**src/rtl/sipo_pkg.sv**
```systemverilog
// sipo_pkg: shared types and constants for the SIPO receiver slice.
//   state_t  : receiver frame state (data bits, optional parity bit)
//   DEF_WIDTH: default data bits per frame
//   cnt_w()  : bit-counter width for a given frame width
package sipo_pkg;

   typedef enum logic {S_DATA = 1'b0, S_PAR = 1'b1} state_t;

   localparam int DEF_WIDTH = 4;

   // Counter must be able to hold 0..WIDTH.
   function automatic int cnt_w(input int width);
      return $clog2(width + 1);
   endfunction

endpackage

```
**src/rtl/sipo_receiver_if.sv**
```systemverilog
// sipo_receiver_if: serial link inputs plus the word/handshake outputs.
//   master: drives si, sh, sync, rdy, clr; observes q, valid, ovr, perr, busy
//   slave : the receiver side (directions reversed)
interface sipo_receiver_if
   import sipo_pkg::*;
#(
   parameter int WIDTH = DEF_WIDTH
) ();

   logic             si;
   logic             sh;
   logic             sync;
   logic             rdy;
   logic             clr;
   logic [WIDTH-1:0] q;
   logic             valid;
   logic             ovr;
   logic             perr;
   logic             busy;

   modport master (output si, sh, sync, rdy, clr,
                   input  q, valid, ovr, perr, busy);

   modport slave  (input  si, sh, sync, rdy, clr,
                   output q, valid, ovr, perr, busy);

endinterface

```
**src/rtl/sipo_shift_core.sv**
```systemverilog
// sipo_shift_core: LSB-first shift register plus bit counter.
//   clk, rst : clock, synchronous active-high reset
//   sh, si   : shift enable and serial bit
//   sync     : restart the bit count at this cycle (si is bit 0 if sh=1)
//   done     : this cycle samples the last data bit of a frame
//   word     : register contents after this cycle's shift (complete word when done)
//   active   : bit count is non-zero
module sipo_shift_core
   import sipo_pkg::*;
#(
   parameter int WIDTH = DEF_WIDTH
) (
   input  logic             clk,
   input  logic             rst,
   input  logic             sh,
   input  logic             si,
   input  logic             sync,
   output logic             done,
   output logic [WIDTH-1:0] word,
   output logic             active
);

   localparam int             CNT_W = cnt_w(WIDTH);
   localparam logic [CNT_W-1:0] LAST  = CNT_W'(WIDTH - 1);

   logic [WIDTH-1:0] sr;
   logic [CNT_W-1:0] cnt;

   // New bits enter at the top, so the first bit ends up in word[0].
   assign word   = {si, sr[WIDTH-1:1]};
   assign done   = sh && !sync && (cnt == LAST);
   assign active = (cnt != '0);

   always_ff @(posedge clk) begin
      if (rst) begin
         sr  <= '0;
         cnt <= '0;
      end else begin
         if (sh) sr <= word;
         if (sync)
            cnt <= sh ? CNT_W'(1) : '0;
         else if (sh)
            cnt <= (cnt == LAST) ? '0 : cnt + CNT_W'(1);
      end
   end

endmodule

```
**src/rtl/sipo_receiver.sv**
```systemverilog
// sipo_receiver: serial-in/parallel-out receiver with VALID/RDY output and
// sticky overrun flag.
//   clk, rst : clock, synchronous active-high reset (overrides everything)
//   bus      : sipo_receiver_if.slave (si, sh, sync, rdy, clr in;
//              q, valid, ovr, perr, busy out)
// Optional feature macro: PARITY_CHECK_EN -- each frame carries one trailing
// even-parity bit; perr reports a mismatch for the word on q. When undefined
// perr is tied to 0 and the parity state is never entered.
module sipo_receiver
   import sipo_pkg::*;
#(
   parameter int WIDTH = DEF_WIDTH
) (
   input  logic            clk,
   input  logic            rst,
   sipo_receiver_if.slave  bus
);

   state_t           state_q, state_d;
   logic             core_sh, core_done, core_active;
   logic [WIDTH-1:0] core_word;
   logic             frame_done;
   logic [WIDTH-1:0] new_word;
   logic             new_perr;

   // Shifting pauses while the parity bit is collected, unless a sync
   // restarts the frame with this bit.
   assign core_sh = bus.sh && ((state_q == S_DATA) || bus.sync);

   sipo_shift_core #(.WIDTH(WIDTH)) u_core (
      .clk    (clk),
      .rst    (rst),
      .sh     (core_sh),
      .si     (bus.si),
      .sync   (bus.sync),
      .done   (core_done),
      .word   (core_word),
      .active (core_active)
   );

`ifdef PARITY_CHECK_EN
   // Data word is held here while the parity bit arrives.
   logic [WIDTH-1:0] hold;

   always_ff @(posedge clk) begin
      if (rst)            hold <= '0;
      else if (core_done) hold <= core_word;
   end
`endif

   always_ff @(posedge clk) begin
      if (rst) state_q <= S_DATA;
      else     state_q <= state_d;
   end

   always_comb begin
      state_d    = state_q;
      frame_done = 1'b0;
      new_word   = core_word;
      new_perr   = 1'b0;
`ifdef PARITY_CHECK_EN
      new_word = hold;
      new_perr = ^{hold, bus.si};
      if (bus.sync) begin
         state_d = S_DATA;
      end else begin
         case (state_q)
            S_DATA: if (core_done) state_d = S_PAR;
            S_PAR: begin
               if (bus.sh) begin
                  frame_done = 1'b1;
                  state_d    = S_DATA;
               end
            end
            default: state_d = S_DATA;
         endcase
      end
`else
      state_d    = S_DATA;
      frame_done = core_done;
`endif
   end

   // Output register and handshake. A completed frame is dropped (and OVR set)
   // only when the previous word is still pending and not being taken now.
   always_ff @(posedge clk) begin
      if (rst) begin
         bus.q     <= '0;
         bus.valid <= 1'b0;
         bus.ovr   <= 1'b0;
         bus.perr  <= 1'b0;
      end else begin
         if (bus.clr) bus.ovr <= 1'b0;
         if (frame_done) begin
            if (bus.valid && !bus.rdy) begin
               bus.ovr <= 1'b1;
            end else begin
               bus.q     <= new_word;
               bus.valid <= 1'b1;
               bus.perr  <= new_perr;
            end
         end else if (bus.valid && bus.rdy) begin
            bus.valid <= 1'b0;
            bus.perr  <= 1'b0;
         end
      end
   end

   assign bus.busy = core_active || (state_q == S_PAR);

endmodule

```
**src/flat_wrapper.sv**
```systemverilog
// flat-port wrapper written by rule: the top's interface ports become plain ports
module sipo_receiver_flat import sipo_pkg::*;
#(
   parameter int WIDTH = DEF_WIDTH
)
  (clk, rst, bus_si, bus_sh, bus_sync, bus_rdy, bus_clr, bus_q, bus_valid, bus_ovr, bus_perr, bus_busy);
  sipo_receiver_if #(.WIDTH(WIDTH)) bus_i ();
  input  logic clk;
  input  logic rst;
  input wire logic [$bits(bus_i.si)-1:0] bus_si;
  input wire logic [$bits(bus_i.sh)-1:0] bus_sh;
  input wire logic [$bits(bus_i.sync)-1:0] bus_sync;
  input wire logic [$bits(bus_i.rdy)-1:0] bus_rdy;
  input wire logic [$bits(bus_i.clr)-1:0] bus_clr;
  output wire logic [$bits(bus_i.q)-1:0] bus_q;
  output wire logic [$bits(bus_i.valid)-1:0] bus_valid;
  output wire logic [$bits(bus_i.ovr)-1:0] bus_ovr;
  output wire logic [$bits(bus_i.perr)-1:0] bus_perr;
  output wire logic [$bits(bus_i.busy)-1:0] bus_busy;
  assign bus_i.si = bus_si;
  assign bus_i.sh = bus_sh;
  assign bus_i.sync = bus_sync;
  assign bus_i.rdy = bus_rdy;
  assign bus_i.clr = bus_clr;
  assign bus_q = bus_i.q;
  assign bus_valid = bus_i.valid;
  assign bus_ovr = bus_i.ovr;
  assign bus_perr = bus_i.perr;
  assign bus_busy = bus_i.busy;
  sipo_receiver #(.WIDTH(WIDTH)) u_core (.clk(clk), .rst(rst), .bus(bus_i));
endmodule
```
**config.mk**
```make
export PLATFORM = sky130hd
export DESIGN_NAME = sipo_receiver_flat
export DESIGN_NICKNAME = d
export VERILOG_FILES = /design/src/rtl/sipo_pkg.sv /design/src/rtl/sipo_receiver_if.sv /design/src/rtl/sipo_shift_core.sv /design/src/rtl/sipo_receiver.sv /design/src/flat_wrapper.sv
export SDC_FILE = /design/constraint.sdc
export NUM_CORES = 1
export LEC_CHECK = 0
export ABC_CLOCK_PERIOD_IN_PS = 2490
export CAP_MARGIN = 20
export CORE_AREA = 2 2 39 41
export CTS_BUF_LIST = sky130_fd_sc_hd__clkbuf_4 sky130_fd_sc_hd__clkbuf_8
export CTS_CLUSTER_SIZE = 30
export DETAILED_ROUTE_END_ITERATION = 12
export DIE_AREA = 0 0 41 43
export PLACE_DENSITY_LB_ADDON = 0.12
export SYNTH_ARGS = -nofsm -noshare
export SYNTH_HDL_FRONTEND = slang
export SYNTH_SLANG_ARGS = --single-unit
```
**constraint.sdc**
```tcl
create_clock -name clk -period 2.49 [get_ports clk]
set_clock_uncertainty 0.15 [all_clocks]
set_input_delay 0.3735 -clock clk [delete_from_list [all_inputs] [get_ports clk]]
set_output_delay 0.3735 -clock clk [all_outputs]
set_load 0.03 [all_outputs]
```
# == Word-level counts from Yosys, hierarchy flattened ==
# Cells that the tools add are included.
# Widths: inputs -> output; s select.
# word_totals
register_bits,14
in_bits,7
out_inout_bits,8
wordCells,33
# classes
add_sub_neg,1
n_eq_ne,2
mux,12
n_bitwise,1
n_reduce_logical,11
# ops
cell,n
$mux 1,9
$mux 3,3
$logic_and 1x1->1,4
$reduce_and 2->1,2
$reduce_bool 2->1,2
$add 3x1->3 const B,1
$eq 3x2->1 const B,1
$reduce_bool 3->1,1
$logic_not 1->1,2
$ne 2x2->1 const B,1
$not 1->1,1

# == Longest topological paths before layout ==
# Gate-level depths: netlist of the first run.
# depth
ltp_word,5
depth_mapped,5
mapped_depth_nobuf,4

# == By module ==
# A second synthesis of the first run with hierarchy kept.
# unflattened
hier_cells,61
area_unflattened_um2,589.3
# by_module_without_submodules
mod,instances,cells_each,area_per_inst_um2,seq_area_each_um2
sipo_shift_core,1,32,307.8,120.1
sipo_receiver,1,29,281.5,120.1

# == Least setup slack after synthesis of the first run ==
# Ideal clock, no wire load.
# synth_path
path_kind,input -> register
startpoint,input port bus_sh
endpoint,register u_core.bus.q[0]
setup_ps,72
arrival_ps,1126
required_ps,2268
path_slack_ps,1142
path_stages,5
path_buffers,2
path_cell_list,buf_6 and4bb_4 nor2b_4 buf_6 mux2i_1
# synth_via
elab_chain_cells,3
# synth_lines
item,line_no,rtl
start: declaration,flat_wrapper.sv:11,input wire logic [$bits(bus_i.sh)-1:0] bus_sh;
$logic_and 1x1->1 (2 in series),sipo_shift_core.sv:31,assign done = sh && !sync && (cnt == LAST);
$reduce_and 2->1 (no source line),-,
end signal: assignment,sipo_receiver.sv:98,bus.q <= new_word;
end: declaration,sipo_receiver_if.sv:25,"output q, valid, ovr, perr, busy);"
# Every way passes these cells.
# A chain may end at the register's enable or synchronous reset.

# == Final worst setup path of the first run ==
# layout_path
startpoint,register u_core.u_core.cnt[0]
endpoint,output port bus_busy
# layout_via
elab_chain_cells,1
# layout_lines
item,line_no,rtl
start: declaration,sipo_shift_core.sv:27,logic [CNT_W-1:0] cnt;
start signal: assignment,sipo_shift_core.sv:41,cnt <= sh ? CNT_W'(1) : '0;
start signal: assignment,sipo_shift_core.sv:43,cnt <= (cnt == LAST) ? '0 : cnt + CNT_W'(1);
$reduce_bool 3->1,sipo_shift_core.sv:32,assign active = (cnt != '0);
end: declaration,flat_wrapper.sv:19,output wire logic [$bits(bus_i.busy)-1:0] bus_busy;
# Every way passes these cells.

==> results.yml, run 1 <==
placed_design:
  place_ws_ns: 0.637
  dpl.cell_count: 82
  place_congestion: 0.633
  portBuffers: 13
  place_area_um2: 682
  dp_hpwl_um: 629
timing:
  rsz0062_at_grt: "no"
  tns_ns: 0
  worst_slack_ns: 0.383
  setup_viol_count_final: 0
  clock.fmax_ghz: 0.475
  period_minus_slack_ns: 2.11
  hold_viol: 0
  finalMaxSlewViolations: 0
  post-route-period-util_pct: 84.6
  whs_ns: 0.302
detailed_routing:
  drt-wirelength-per-cell_um: 10.1
  route.detailed.drc: 0
  dr_total_vias: 392
  drtIter0Drc: 0
  ant_nets: 0
  wl_um: 865
  dr.pass1.iters: 1
  routed_via_density: 4.56
final_layout:
  fin_nets: 80
  finalNonFillerCells: 86
  seq_area_um2: 240
  fillCellCount: 150
  drive_gt1_share_pct: 11.4
  fin_area_um2: 718
  multi_input_area_um2: 277
  layout_commonest_cell: "clkdlybuf4s50_1"
  most-common-layout-cells: "clkdlybuf4s50_1 (13), dfxtp_1 (12), nand2b_1 (9)"
  area_growth_pct: 28.7
  diodes: 0
worst_setup_path:
  end_kind: "output port"
  crit_arrival_ns: 1.58
  cp_max_fo: 3
  startpoint_type: "flip-flop"
  crit_type: "reg2out"
  critPathRequiredTime_ns: 1.97
grt:
  antenna_found_initial: 0
  grt_pass1_wl_mm: 1.31
  grt_usage_pct: 12.2
  grt_pass1_vias: 309
  grt_max_degree: 17
  overflow: 0
clock_network:
  htreeDepth: 1
  clock_sinks: 12
  cts_setup_buffers: 0
  cts_hold_buffers: 0
  clockBufferDepth: 2
  cts-root-buf: "clkbuf_4"
  cts_tree: "done"
  worst_setup_hold_path_clk_slew_ns: 0.08
  cts_made_buffers: 3
  clkLatencyLatePin_ns: 0.28
  cts_resized: 0
floorplanning:
  pin_count: 15
  die_area_um2: 1760
  fp-row-count: 14
  start_util_pct: 40.3
  die_y_um: 43
  core_area_um2: 1380
  fp.dieW_um: 41
run:
  maxCapViolations: 0
run_status:
  outcome: "completed"
logic_synthesis:
  synth_warnings: 0
  syn_inst: 56
  syn-num-nets: 65
  syn_avg_cell_area_um2: 9.96
  ys_types: 18
  ys_ff_latch: 12
  seq_area_frac_synth_pct: 43.0
  synth_area_um2: 558
min_path:
  min_path_type: "reg2reg"
power:
  p_per_area_nw_per_um2: 552
  leakage_nw: 0.276
  ir_worst_vdd_uv: 321
## cells in the mapped netlist
library cell / n / share of area, %
inv_1: 2 / 1.3
nor2b_1: 2 / 2.2
nor2_1: 7 / 4.7
buf_6: 2 / 4.0
and2b_4: 1 / 1.8
ha_1: 2 / 4.5
nand2_1: 1 / 0.67
conb_1: 1 / 0.67
nor2b_4: 1 / 2.5
a21oi_1: 2 / 1.8
and4bb_4: 1 / 2.9
mux2i_1: 8 / 14
nand2b_1: 9 / 10
buf_4: 1 / 1.3
xnor2_1: 1 / 1.6
dfxtp_1: 12 / 43
clkbuf_1: 1 / 0.67
nor3_1: 2 / 1.8
## where the power goes
| group | leakage, nW | switching [mW] | internal, mW |
|---|---|---|---|
| Clock | 0.0210 | 0.0703 | 0.0890 |
| Combinational | 0.157 | 0.0179 | 0.0216 |
| Sequential | 0.0973 | 0.00245 | 0.195 |
## metal layers
metal / wire (µm) / part of all wire [%] / vias to the layer above / GRT usage, %
met1: 413 / 48 / 173 / 14.6
met5: 0 / 0 / - / 0
met3: 53 / 6.1 / 4 / 4.71
li1: - / - / 204 / -
met2: 362 / 42 / 11 / 14.4
met4: 36 / 4.2 / 0 / 14.0
## per-stage QoR
stage               utilization (%)  power, mW
detailed placement             49.3      0.242
floorplan                         -      0.227
finish                         51.9      0.397
global placement               49.3      0.242
global route                   51.9      0.416
CTS                            51.9      0.404
## critical path: stages, from the launching register on
cell and delay [ns]:
dfxtp_1 0.36, inv_1 0.05, ha_1 0.18, nand2b_1 0.06
clkdlybuf4s50_1 0.66
## cell type report
type / instances / area share, %
flip-flops and latches: 12 / 33.4
well taps: 16 / 2.79
multi-input cells: 38 / 38.5
repair buffers: 14 / 19.2
inverters: 2 / 1.05
clock buffers: 4 / 5.05
## logic make-up (layout without fill, tap and decap cells)
kind of cell	after synthesis	after routing	synth area share, %
adder cells (fa/ha/maj)	2	2	4.48
multiplexers	8	8	14.4
XOR/XNOR	1	1	1.57
AO/OA/AOI/OAI	2	2	1.79
flip-flops	12	12	43.0
other	1	1	0.672
buffers and inverters	6	20	7.40
AND/OR/NAND/NOR	24	24	26.7
## path summary, 6_finish.rpt
path | from | end | slack (ns) | depth (start not counted)
setup / recovery | u_core.u_core.cnt[0]$_SDFFE_PP0P_ | bus_busy | 0.38 | 4
hold / removal | u_core.u_core.cnt[2]$_SDFFE_PP0P_ | u_core.u_core.cnt[2]$_SDFFE_PP0P_ | 0.30 | 2
setup reg to reg | u_core.u_core.cnt[0]$_SDFFE_PP0P_ | u_core.bus.q[0]$_SDFFE_PP0P_ | 1.06 | 4
hold reg to reg | u_core.u_core.cnt[2]$_SDFFE_PP0P_ | u_core.u_core.cnt[2]$_SDFFE_PP0P_ | 0.30 | 2
## state kept, by name, summed over array words and instances, names as in the netlist
register and cells:
u_core.bus.ovr 1, u_core.bus.q 4, u_core.bus.valid 1, u_core.u_core.cnt 3
u_core.u_core.sr 3
Note: power is estimated with default switching activity, not from simulation.
==> run 2, diff against run 1 <==
Settings changed: ABC_CLOCK_PERIOD_IN_PS 2490 to 1940.
Clock period 2.49 ns to 1.94 ns, I/O delays scaled along.
==> run 2 against run 1 <==
Final cell count unchanged. Flip-flop and latch count unchanged. Critical path depth unchanged. Hold slack worse by 0.011 ns. Count of clock-buffer cells in the layout fell by 1. Sequential power is 28% higher. Combinational power up 29%. Highest routed layer unchanged.
==> results.yml, run 2 (same netlist as run 1, synthesis figures left out) <==
run_status:
  outcome: "completed"
floorplanning:
  die_area_um2: 1760
  pin_count: 15
  fp-row-count: 14
  core_area_um2: 1380
  die_y_um: 43
  start_util_pct: 40.3
  fp.dieW_um: 41
grt:
  grt_usage_pct: 12.2
  grt_max_degree: 17
  antenna_found_initial: 0
  overflow: 0
  grt_pass1_vias: 352
  grt_pass1_wl_mm: 1.37
clock_network:
  cts-root-buf: "clkbuf_4"
  cts_tree: "done"
  cts_setup_buffers: 0
  worst_setup_hold_path_clk_slew_ns: 0.07
  cts_hold_buffers: 0
  clkLatencyLatePin_ns: 0.26
  clock_sinks: 12
  cts_made_buffers: 3
  htreeDepth: 1
  clockBufferDepth: 2
worst_setup_path:
  reg2regPathDepth: 4
  critPathRequiredTime_ns: 1.50
  rr_endpoint: "u_core.bus.q[3]$_SDFFE_PP0P_"
  cp_max_fo: 3
  timing.reg2reg.setup_slack_ns: 0.52
  crit_arrival_ns: 1.30
  reg2reg_from: "u_core.u_core.cnt[0]$_SDFFE_PP0P_"
  startpoint_type: "flip-flop"
  end_kind: "output port"
  crit_type: "reg2out"
detailed_routing:
  route.detailed.drc: 0
  wl_um: 867
  ant_nets: 0
  dr.pass1.iters: 2
  dr_total_vias: 388
  drtIter0Drc: 4
  routed_via_density: 4.51
  drt-wirelength-per-cell_um: 10.1
placed_design:
  place_congestion: 0.608
  dp_hpwl_um: 633
  portBuffers: 13
timing:
  clock.fmax_ghz: 0.573
  post-route-period-util_pct: 90.0
  finalMaxSlewViolations: 0
  setup_viol_count_final: 0
  rsz0062_at_grt: "no"
  hold_viol: 0
  period_minus_slack_ns: 1.75
  tns_ns: 0
min_path:
  min_from: "u_core.u_core.cnt[2]$_SDFFE_PP0P_"
  holdPathStages: 2
  min_path_type: "reg2reg"
  holdPathEnd: "u_core.u_core.cnt[2]$_SDFFE_PP0P_"
final_layout:
  largest_reg_flops: 4
  area_growth_pct: 27.4
  most-common-layout-cells: "clkdlybuf4s50_1 (12), dfxtp_1 (12), nand2b_1 (9)"
  top_regs: "u_core.bus.q: 4 flops, u_core.u_core.cnt: 3 flops, u_core.u_core.sr: 3 flops"
  seq_area_um2: 240
  fillCellCount: 137
  multi_input_area_um2: 277
  regMostFlops: "u_core.bus.q"
  diodes: 0
  drive_gt1_share_pct: 11.4
  fin_nets: 81
run:
  maxCapViolations: 0
power:
  ir_worst_vdd_uv: 406
  leakage_nw: 0.276
  p_total_mw: 0.454
  p_per_area_nw_per_um2: 638
==> run 2: stage by stage <==
step	hold WS, ns	util (%)	area, µm²	cells	setup slack, ns
floorplan	0.220	-	558	56	0.601
global placement	0.283	49.8	689	83	0.174
detailed placement	0.282	49.8	689	83	0.168
CTS	0.292	51.4	711	86	0.181
global route	0.316	51.4	711	86	0.107
finish	0.291	51.4	711	86	0.194
==> run 2: critical path, cell delays in order (launching register included) <==
cell	delay (ns)
dfxtp_1	0.36
inv_1	0.05
ha_1	0.19
nand2b_1	0.06
dlygate4sd2_1	0.39
==> run 2: worst max path at each step <==
stage | from | endpoint | cells after the start | slack, ns
floorplan | u_core.u_core.cnt[1]$_SDFFE_PP0P_ | u_core.bus.q[0]$_SDFFE_PP0P_ | 5 | 0.60
global placement | bus_sync | u_core.bus.q[3]$_SDFFE_PP0P_ | 4 | 0.17
detailed placement | bus_sync | u_core.bus.q[0]$_SDFFE_PP0P_ | 4 | 0.17
CTS | u_core.u_core.cnt[0]$_SDFFE_PP0P_ | bus_busy | 4 | 0.18
global route | u_core.u_core.cnt[0]$_SDFFE_PP0P_ | bus_busy | 4 | 0.11
finish | u_core.u_core.cnt[0]$_SDFFE_PP0P_ | bus_busy | 4 | 0.19
==> run 2: power by group <==
part	total, mW	switching [mW]	internal, mW
Combinational	0.0510	0.0233	0.0276
Clock	0.149	0.0769	0.0717
Sequential	0.254	0.00334	0.251
==> run 2: timing repair <==
item,4_1_cts,5_1_grt
setup endpoints to repair,1,0
endpoints found under the hold margin,0,0
resized for setup,1,0
==> run 2: per-layer routing <==
metal  track usage [%]  up-vias  wire [µm]
li1                  -      204          -
met1              14.1      169        413
met2              15.9       11        372
met3              4.71        4         49
met4              12.0        0         31
met5                 0        -          0
==> run 2: layout make-up <==
class / count / share of cell area [%]
Tap cell: 16 / 2.82
Timing Repair Buffer: 15 / 20.2
Clock buffer: 3 / 3.17
Multi-Input combinational cell: 38 / 38.9
Inverter: 2 / 1.06
Sequential cell: 12 / 33.8
==> run 3, diff against run 2 <==
Settings changed: CORE_AREA 2 2 39 41 to not set, CORE_MARGIN set to 2, CORE_UTILIZATION set to 45, DIE_AREA 0 0 41 43 to not set, SYNTH_HIERARCHICAL set to 1.
==> run 3 against run 2 <==
Fmax is 1.2% lower. Worst setup slack got worse by 0.021 ns. Combinational power is 7.1% higher. Cell area rose by 5.3%. Global-route usage up 1.5 points. Die area is 8.4% lower. Utilization up 7.6 points. Sequential power hardly changed. Area after synthesis rose by 5.6%. Register-to-register slack worse by 0.12 ns. Via count is 9.0% higher. Hold slack gained 0.0046 ns. Critical path type unchanged.
==> results.yml, run 3 <==
final_layout:
  fillCellCount: 117
  fin_nets: 87
  regMostFlops: "u_core/bus.q"
  top_regs: "u_core/bus.q: 4 flops, u_core/u_core/cnt: 3 flops, u_core/u_core/sr: 3 flops"
  multi_input_area_um2: 297
  area_growth_pct: 27.0
  most-common-layout-cells: "clkdlybuf4s50_1 (12), dfxtp_1 (12), nand2b_1 (9)"
  finalNonFillerCells: 91
  largest_reg_flops: 4
  utilization_pct: 59.0
  diodes: 0
  drive_gt1_share_pct: 18.4
  seq_area_um2: 240
  fin_area_um2: 748
min_path:
  min_path_type: "reg2reg"
  holdPathEnd: "u_core/u_core/cnt[2]$_SDFFE_PP0P_"
  holdPathStages: 2
  min_from: "u_core/u_core/cnt[2]$_SDFFE_PP0P_"
timing:
  tns_ns: 0
  setup_viol_count_final: 0
  period_minus_slack_ns: 1.77
  post-route-period-util_pct: 91.1
  finalMaxSlewViolations: 0
  whs_ns: 0.295
  hold_viol: 0
  clock.fmax_ghz: 0.566
  worst_slack_ns: 0.173
  rsz0062_at_grt: "no"
logic_synthesis:
  synth_area_um2: 589
  ys_ff_latch: 12
  syn_avg_cell_area_um2: 9.66
  ys_top_cells_by_area: "dfxtp_1 (41%), mux2i_1 (12%), nand2b_1 (9.6%)"
  netlist_top_cells_count: "dfxtp_1 (12), nand2b_1 (9), nor2_1 (8), mux2i_1 (7)"
  async_flop_share_pct: 0
  synth_top_area_share_pct: 40.8
  seq_area_frac_synth_pct: 40.8
  ys_types: 20
  yosysTopAreaCell: "dfxtp_1"
  syn-num-nets: 70
  syn_inst: 61
  ys.flop_type: "dfxtp_1"
  synth_edf_count: 0
  yosys.cell_count.top_type: "dfxtp_1"
  synth_warnings: 6
floorplanning:
  die_y_um: 40.2
  start_util_pct: 46.4
  die_area_um2: 1620
  core_area_um2: 1270
  fp.dieW_um: 40.2
  fp-row-count: 13
  pin_count: 15
power:
  p_comb_share_pct: 12.1
  clkPwrFrac_pct: 31.7
  p_per_area_nw_per_um2: 604
  leakage_nw: 0.291
  seqPwrFrac_pct: 56.2
  p_int_mw: 0.351
  power_switching_share_pct: 22.4
  p_total_mw: 0.452
  p_sw_mw: 0.101
  ir_worst_vdd_uv: 403
grt:
  antenna_found_initial: 0
  grt_pass1_vias: 361
  grt_pass1_wl_mm: 1.44
  overflow: 0
  grt_usage_pct: 13.7
  grt_max_degree: 16
worst_setup_path:
  startpoint_type: "flip-flop"
  cp_max_fo: 3
  startpoint: "u_core/u_core/cnt[0]$_SDFFE_PP0P_"
  crit_arrival_ns: 1.33
  timing.reg2reg.setup_slack_ns: 0.40
  reg2reg_from: "u_core/u_core/cnt[0]$_SDFFE_PP0P_"
  crit_type: "reg2out"
  end_kind: "output port"
  rr_endpoint: "u_core/bus.q[1]$_SDFFE_PP0P_"
  reg2regPathDepth: 5
  critPathRequiredTime_ns: 1.50
clock_network:
  clockBufferDepth: 2
  cts_made_buffers: 3
  cts_setup_buffers: 0
  clock_sinks: 12
  cts_hold_buffers: 0
  clkLatencyLatePin_ns: 0.26
  cts-root-buf: "clkbuf_4"
  cts_tree: "done"
  worst_setup_hold_path_clk_slew_ns: 0.07
  htreeDepth: 1
detailed_routing:
  route.detailed.drc: 0
  drt-wirelength-per-cell_um: 10.3
  wl_um: 936
  dr.pass1.iters: 4
  ant_nets: 0
  drtIter0Drc: 7
  routed_via_density: 4.65
  dr_total_vias: 423
placed_design:
  dpl.cell_count: 88
  dp_hpwl_um: 688
  portBuffers: 13
  place_area_um2: 727
  place_congestion: 0.628
  place_ws_ns: 0.181
run:
  maxCapViolations: 0
run_status:
  outcome: "completed"
run 3: how the worst max path moves through the flow:
stage | end | slack (ns) | cells past startpoint
4_1_cts | bus_busy | 0.15 | 4
5_1_grt | bus_busy | 0.1 | 4
2_1_floorplan | u_core/bus.q[0]$_SDFFE_PP0P_ | 0.55 | 6
6_report | bus_busy | 0.17 | 4
3_5_place_dp | u_core/bus.q[0]$_SDFFE_PP0P_ | 0.18 | 5
3_3_place_gp | bus_busy | 0.16 | 4
run 3: routing by layer:
| metal | vias to the layer above | wire, µm | track usage [%] |
|---|---|---|---|
| li1 | 221 | - | - |
| met1 | 187 | 443 | 16.9 |
| met2 | 13 | 430 | 21.8 |
| met3 | 2 | 55 | 3.33 |
| met4 | 0 | 6 | 7.50 |
| met5 | - | 0 | 0 |
run 3: worst max-delay path: stages (launching register included):
cell and delay [ns]:
dfxtp_1 0.35, inv_1 0.08, ha_1 0.19, nand2b_1 0.06, dlygate4sd2_1 0.39
run 3: layout make-up:
type	instances	share of cell area [%]
Clock buffer	3	3.01
Inverter	3	1.51
Multi-Input combinational cell	41	39.6
Sequential cell	12	32.1
Tap cell	15	2.51
Timing Repair Buffer	17	21.2
run 3: repair_timing:
action / in CTS / in global routing
gates resized for setup: 1 / 0
endpoints found under the setup margin: 1 / 0
hold endpoints to repair: 0 / 0
run 3: cells by family (layout without fill, tap and decap cells):
kind of cell / after synthesis / after routing / synth area share (%)
and+or+nand+nor: 26 / 26 / 28.4
DFF: 12 / 12 / 40.8
buffers and inverters: 8 / 23 / 8.92
muxes: 7 / 7 / 11.9
AOI/OAI and AO/OA: 5 / 5 / 5.10
adders and majority gates: 2 / 2 / 4.25
other: 1 / 1 / 0.636
run 3: power by group through the flow:
stage	Combinational, mW	Clock (mW)	Sequential, mW
floorplan	0.0342	0	0.259
finish	0.0546	0.143	0.254
detailed placement	0.0563	0	0.260
CTS	0.0552	0.149	0.254
global route	0.0610	0.151	0.255
global placement	0.0562	0	0.260
